===== config.mk =====
export PLATFORM = sky130hd
export DESIGN_NAME = countdown_timer_flat
export DESIGN_NICKNAME = d
export VERILOG_FILES = /design/src/rtl/countdown_timer_if.sv /design/src/rtl/countdown_timer.sv /design/src/flat_wrapper.sv
export SDC_FILE = /design/constraint.sdc
export NUM_CORES = 1
export LEC_CHECK = 0
export ABC_AREA = 1
export ABC_CLOCK_PERIOD_IN_PS = 2400
export CORE_AREA = 2 2 51 53
export CTS_CLUSTER_DIAMETER = 40
export DETAILED_ROUTE_END_ITERATION = 10
export DIE_AREA = 0 0 53 55
export PLACE_DENSITY = 0.91
export SLEW_MARGIN = 10
export SYNTH_ARGS = -nofsm -noshare
export SYNTH_HDL_FRONTEND = slang
export SYNTH_SLANG_ARGS = --single-unit

===== constraint.sdc =====
create_clock -name Clock -period 2.4 [get_ports Clock]
set_input_delay 0.6 -clock Clock [delete_from_list [all_inputs] [get_ports Clock]]
set_output_delay 0.6 -clock Clock [all_outputs]
set_load 0.01 [all_outputs]

===== src/rtl/countdown_timer_if.sv =====
// Control and status bundle for countdown_timer: the master drives the controls,
// and the slave (the timer) returns the count and its status flags.
interface countdown_timer_if #(
   parameter int WIDTH = 8
);
   logic             Enable;
   logic             Load;
   logic [WIDTH-1:0] LoadValue;
   logic             Start;
   logic             Stop;
   logic             AutoReload;
   logic [WIDTH-1:0] CounterValue;
   logic             Busy;
   logic             Done;

   modport master (
      output Enable, Load, LoadValue, Start, Stop, AutoReload,
      input  CounterValue, Busy, Done
   );

   modport slave (
      input  Enable, Load, LoadValue, Start, Stop, AutoReload,
      output CounterValue, Busy, Done
   );
endinterface


===== src/rtl/countdown_timer.sv =====
// Loadable countdown timer with one-shot and periodic modes and a three-state Moore FSM.
// Define COUNTDOWN_PRESCALE_EN to add an Enable prescaler of PRESCALE cycles per tick.
module countdown_timer #(
   parameter int WIDTH    = 8,
   parameter int PRESCALE = 4
) (
   input  logic               Clock,
   input  logic               Clear_b,
   countdown_timer_if.slave   bus
);

   typedef enum logic [1:0] {IDLE, RUN, DONE} state_t;

   state_t           state_q, state_d;
   logic [WIDTH-1:0] count_q, count_d;
   logic [WIDTH-1:0] reload_q, reload_d;
   logic             tick;

   if (PRESCALE < 2 || PRESCALE > 255) begin : g_bad_prescale
      $error("countdown_timer: PRESCALE must be in 2..255");
   end

`ifdef COUNTDOWN_PRESCALE_EN
   localparam logic [7:0] PRE_LAST = 8'(PRESCALE - 1);

   logic [7:0] pre_q, pre_d;

   assign tick = bus.Enable && (state_q == RUN) && (pre_q == PRE_LAST);

   // The prescaler restarts whenever a countdown is (re)armed or left.
   always_comb begin
      pre_d = pre_q;
      if (bus.Load || bus.Stop || state_q != RUN) begin
         pre_d = '0;
      end else if (bus.Enable) begin
         pre_d = (pre_q == PRE_LAST) ? '0 : pre_q + 8'd1;
      end
   end

   always_ff @(posedge Clock or negedge Clear_b) begin
      if (!Clear_b) pre_q <= '0;
      else          pre_q <= pre_d;
   end
`else
   assign tick = bus.Enable;
`endif

   // NOTE: every output of this block is given a default first so no path leaves it unassigned (no latches).
   always_comb begin
      state_d  = state_q;
      count_d  = count_q;
      reload_d = reload_q;
      if (bus.Load) begin
         reload_d = bus.LoadValue;
         count_d  = bus.LoadValue;
         state_d  = IDLE;
      end else begin
         unique case (state_q)
            IDLE: begin
               if (bus.Start) state_d = (count_q != '0) ? RUN : DONE;
            end
            RUN: begin
               if (bus.Stop) begin
                  state_d = IDLE;
               end else if (tick) begin
                  if (count_q > WIDTH'(1)) begin
                     count_d = count_q - WIDTH'(1);
                  end else begin
                     count_d = '0;
                     state_d = DONE;
                  end
               end
            end
            DONE: begin
               if (bus.AutoReload && reload_q != '0) begin
                  state_d = RUN;
                  count_d = reload_q;
               end else begin
                  state_d = IDLE;
               end
            end
            default: state_d = IDLE;
         endcase
      end
   end

   // NOTE: state registers use non-blocking assignments so all of them update together on the edge.
   always_ff @(posedge Clock or negedge Clear_b) begin
      if (!Clear_b) begin
         state_q  <= IDLE;
         count_q  <= '0;
         reload_q <= '0;
      end else begin
         state_q  <= state_d;
         count_q  <= count_d;
         reload_q <= reload_d;
      end
   end

   assign bus.CounterValue = count_q;
   assign bus.Busy         = (state_q == RUN);
   assign bus.Done         = (state_q == DONE);

endmodule


===== src/flat_wrapper.sv =====
// flat-port wrapper written by rule: the top's interface ports become plain ports
module countdown_timer_flat 
#(
   parameter int WIDTH    = 8,
   parameter int PRESCALE = 4
)
  (Clock, Clear_b, bus_Enable, bus_Load, bus_LoadValue, bus_Start, bus_Stop, bus_AutoReload, bus_CounterValue, bus_Busy, bus_Done);
  countdown_timer_if #(.WIDTH(WIDTH)) bus_i ();
  input  logic Clock;
  input  logic Clear_b;
  input wire logic [$bits(bus_i.Enable)-1:0] bus_Enable;
  input wire logic [$bits(bus_i.Load)-1:0] bus_Load;
  input wire logic [$bits(bus_i.LoadValue)-1:0] bus_LoadValue;
  input wire logic [$bits(bus_i.Start)-1:0] bus_Start;
  input wire logic [$bits(bus_i.Stop)-1:0] bus_Stop;
  input wire logic [$bits(bus_i.AutoReload)-1:0] bus_AutoReload;
  output wire logic [$bits(bus_i.CounterValue)-1:0] bus_CounterValue;
  output wire logic [$bits(bus_i.Busy)-1:0] bus_Busy;
  output wire logic [$bits(bus_i.Done)-1:0] bus_Done;
  assign bus_i.Enable = bus_Enable;
  assign bus_i.Load = bus_Load;
  assign bus_i.LoadValue = bus_LoadValue;
  assign bus_i.Start = bus_Start;
  assign bus_i.Stop = bus_Stop;
  assign bus_i.AutoReload = bus_AutoReload;
  assign bus_CounterValue = bus_i.CounterValue;
  assign bus_Busy = bus_i.Busy;
  assign bus_Done = bus_i.Done;
  countdown_timer #(.WIDTH(WIDTH), .PRESCALE(PRESCALE)) u_core (.Clock(Clock), .Clear_b(Clear_b), .bus(bus_i));
endmodule

==> impl_metrics.sql <==
INSERT INTO impl_metrics (metric_group, metric, value, unit) VALUES
('setup_path', 'crit_fanout', '11', ''),
('finish', 'fin_util', '0.636', ''),
('pwr', 'power.ir.vdd_worst', '0.545', 'mV'),
('clocking', 'post_cts.resized_instances', '0', ''),
('routing', 'first_iter_violations', '15', ''),
('clocking', 'cts_tree', 'done', ''),
('sta', 'grt_setup_unrepaired', 'false', ''),
('clocking', 'postCtsHoldBufs', '0', ''),
('setup_path', 'worstSetupPathType', 'reg -> out', ''),
('setup_path', 'cp_data_required_time', '1.80', 'ns'),
('worst_hold_path', 'hp-start', 'u_core.reload_q[3]$_DFFE_PN0P_', ''),
('setup_path', 'r2r_slack', '0.84', 'ns'),
('floorplanning', 'floorplan.die.width', '53', 'um'),
('setup_path', 'reg2reg_to', 'u_core.state_q[0]$_DFFE_PN0P_', ''),
('pwr', 'pwr_density_cell', '659', 'mW/mm^2'),
('routing', 'route.antenna.remaining_nets', '0', ''),
('synthesis', 'syn-instance-count', '177', ''),
('sta', 'fmaxAchievable', '464', 'MHz'),
('routing', 'routed-wl-met2', '1120', 'um'),
('setup_path', 'startpoint_kind_of_the_worst_setup_timing_path', 'register', ''),
('synthesis', 'syn-mean-instance-area', '6.82', 'um^2'),
('worst_hold_path', 'holdPathStages', '2', ''),
('floorplanning', 'die_h', '55', 'um'),
('run_status', 'result_of_the_run', 'finished clean', ''),
('placement', 'port_buffers', '24', ''),
('setup_path', 'cp_cell_sequence', 'inv_2 > nand2_2 > inv_1 > clkdlybuf4s50_1', ''),
('sta', 'final_setup_violations', '0', ''),
('global_route', 'grt_start_max_net_pins', '19', ''),
('clocking', 'cts_root_buffer', 'sky130_fd_sc_hd__clkbuf_4', ''),
('sta', 'setup_tns', '0', 'ns'),
('synthesis', 'mappedNetlistArea', '0.00121', 'mm^2'),
('routing', 'detailedRoute.firstPassIterationCount', '4', ''),
('setup_path', 'critPathSlowestCell', 'sky130_fd_sc_hd__clkdlybuf4s50_1', ''),
('synthesis', 'synth_top_flop_cell', 'sky130_fd_sc_hd__dfrtp_1', ''),
('global_route', 'first_global_vias', '962', ''),
('synthesis', 'register_bit_total_from_synthesis', '18', ''),
('routing', 'avgRoutedWirePerCell', '10.1', 'um'),
('sta', 'final_period_minus_worst_setup_slack', '2.16', 'ns'),
('worst_hold_path', 'holdPathEnd', 'u_core.reload_q[3]$_DFFE_PN0P_', ''),
('clocking', 'cts-htree-levels', '1', ''),
('clocking', 'cts-root-to-sink-buffers', '2', ''),
('sta', 'finalHoldViolations', '0', ''),
('routing', 'routed-wl-met3', '104', 'um'),
('floorplanning', 'core', '0.00236', 'mm^2'),
('finish', 'drive_gt1_frac', '0.103', ''),
('finish', 'syn2layout_area_growth', '24.6', '%'),
('clocking', 'clk_pin_slew_worst_paths', '0.10', 'ns'),
('pwr', 'power', '0.992', 'mW'),
('routing', 'sum_of_routed_wire_length_over_all_layers', '2350', 'um'),
('clocking', 'cts.sink_count', '18', ''),
('synthesis', 'synth.distinct_cells', '24', ''),
('floorplanning', 'num_io_pins', '25', ''),
('floorplanning', 'initial_core_util', '0.511', ''),
('sta', 'slew-limit-headroom', '0.820', ''),
('setup_path', 'critPathCaptureType', 'output pin', ''),
('finish', 'final_net_count', '221', ''),
('sta', 'final-max-slew-violation-count', '0', ''),
('routing', 'routedLengthMet1', '1090', 'um'),
('placement', 'place_congestion', '0.896', ''),
('worst_hold_path', 'worstHoldPathType', 'reg -> reg', ''),
('sta', 'max_slew.worst_pin.slew', '0.270', 'ns'),
('sta', 'layout_worst_path_cycle_share', '0.898', ''),
('global_route', 'grt_first_pass_wirelength', '4040', 'um'),
('setup_path', 'r2r.worst_path.cells', '11', ''),
('finish', 'layout.cells.most_common', 'sky130_fd_sc_hd__nand2_1', ''),
('setup_path', 'cp_slowest_stage_delay', '0.53', 'ns'),
('synthesis', 'mappedNetlistNets', '194', ''),
('setup_path', 'reg2reg_from', 'u_core.bus.CounterValue[0]$_DFFE_PN0P_', ''),
('clocking', 'cts_setup_buffers', '0', ''),
('synthesis', 'synth.yosys.seq_area_share', '0.373', ''),
('synthesis', 'synth-async-reset-ratio', '1.00', '');
-- routing by layer --
metal,GRT usage,up-vias
met5,0,-
met4,0.0684,0
met3,0.0269,2
met2,0.335,23
met1,0.241,497
li1,-,598
-- final cells by class --
class	count	area (um^2)	share of cell area
Tap cell	30	37.5	0.0250
Inverter	25	95.1	0.0632
Multi-Input combinational cell	130	629	0.418
Sequential cell	18	450	0.300
Clock buffer	4	36.3	0.0241
Timing Repair Buffer	26	255	0.170
-- cell usage after synthesis, types with 3 or more instances --
library cell,instances,area (um^2)
sky130_fd_sc_hd__nor2_4,4,45.0
sky130_fd_sc_hd__a21oi_1,4,20.0
sky130_fd_sc_hd__nor2_1,20,75.1
sky130_fd_sc_hd__dfrtp_1,18,450
sky130_fd_sc_hd__nand2_1,65,244
sky130_fd_sc_hd__nor3_1,3,15.0
sky130_fd_sc_hd__o21ai_1,6,30.0
sky130_fd_sc_hd__nand2_2,3,18.8
sky130_fd_sc_hd__o21a_1,3,22.5
sky130_fd_sc_hd__o21ai_0,5,25.0
sky130_fd_sc_hd__nand3_1,8,40.0
sky130_fd_sc_hd__inv_1,22,82.6
-- worst max path at each step --
| stage | start | depth (start not counted) | slack [ns] | end |
|---|---|---|---|---|
| 2_1_floorplan | u_core.bus.CounterValue[0]$_DFFE_PN0P_ | 11 | 0.96 | u_core.state_q[0]$_DFFE_PN0P_ |
| 3_3_place_gp | bus_Load | 7 | 0.44 | u_core.bus.CounterValue[7]$_DFFE_PN0P_ |
| 3_5_place_dp | bus_Load | 7 | 0.40 | u_core.bus.CounterValue[7]$_DFFE_PN0P_ |
| 4_1_cts | u_core.state_q[0]$_DFFE_PN0P_ | 4 | 0.23 | bus_Done |
| 5_1_grt | u_core.state_q[0]$_DFFE_PN0P_ | 4 | 0.15 | bus_Done |
| 6_report | u_core.state_q[0]$_DFFE_PN0P_ | 4 | 0.24 | bus_Done |
-- report_power, final --
part           switching, mW  total [mW]  internal, mW  leakage (nW)
clock network          0.105       0.198        0.0927        0.0210
logic                  0.211       0.388         0.177         0.532
registers             0.0569       0.406         0.349         0.223
-- critical path, delay by kind of cell (launching register included) --
kind / cells / cell delay, ns
buffers and inverters: 3 / 0.68
DFF: 1 / 0.43
and+or+nand+nor: 1 / 0.15
-- logic make-up (layout without fill, tap and decap cells) --
family | count (synthesis) | count (layout) | synth area share
adders and majority gates | 2 | 2 | 0.0207
AOI/OAI and AO/OA | 21 | 21 | 0.110
and+or+nand+nor | 107 | 107 | 0.391
buffers and inverters | 29 | 55 | 0.106
DFF | 18 | 18 | 0.373
-- registers in the layout, summed over array words and instances (netlist names) --
name,count
u_core.bus.CounterValue,8
u_core.reload_q,8
u_core.state_q,2
-- stage by stage --
step           instance area (um^2)  hold slack [ns]  setup WS (ns)  instances
2_1_floorplan                  1210            0.304          0.957        177
3_3_place_gp                   1470            0.469          0.436        229
3_5_place_dp                   1470            0.473          0.404        229
4_1_cts                        1500            0.500          0.230        233
5_1_grt                        1500            0.536          0.146        233
6_report                       1500            0.494          0.244        233
Power figures use the tool's default switching activity.
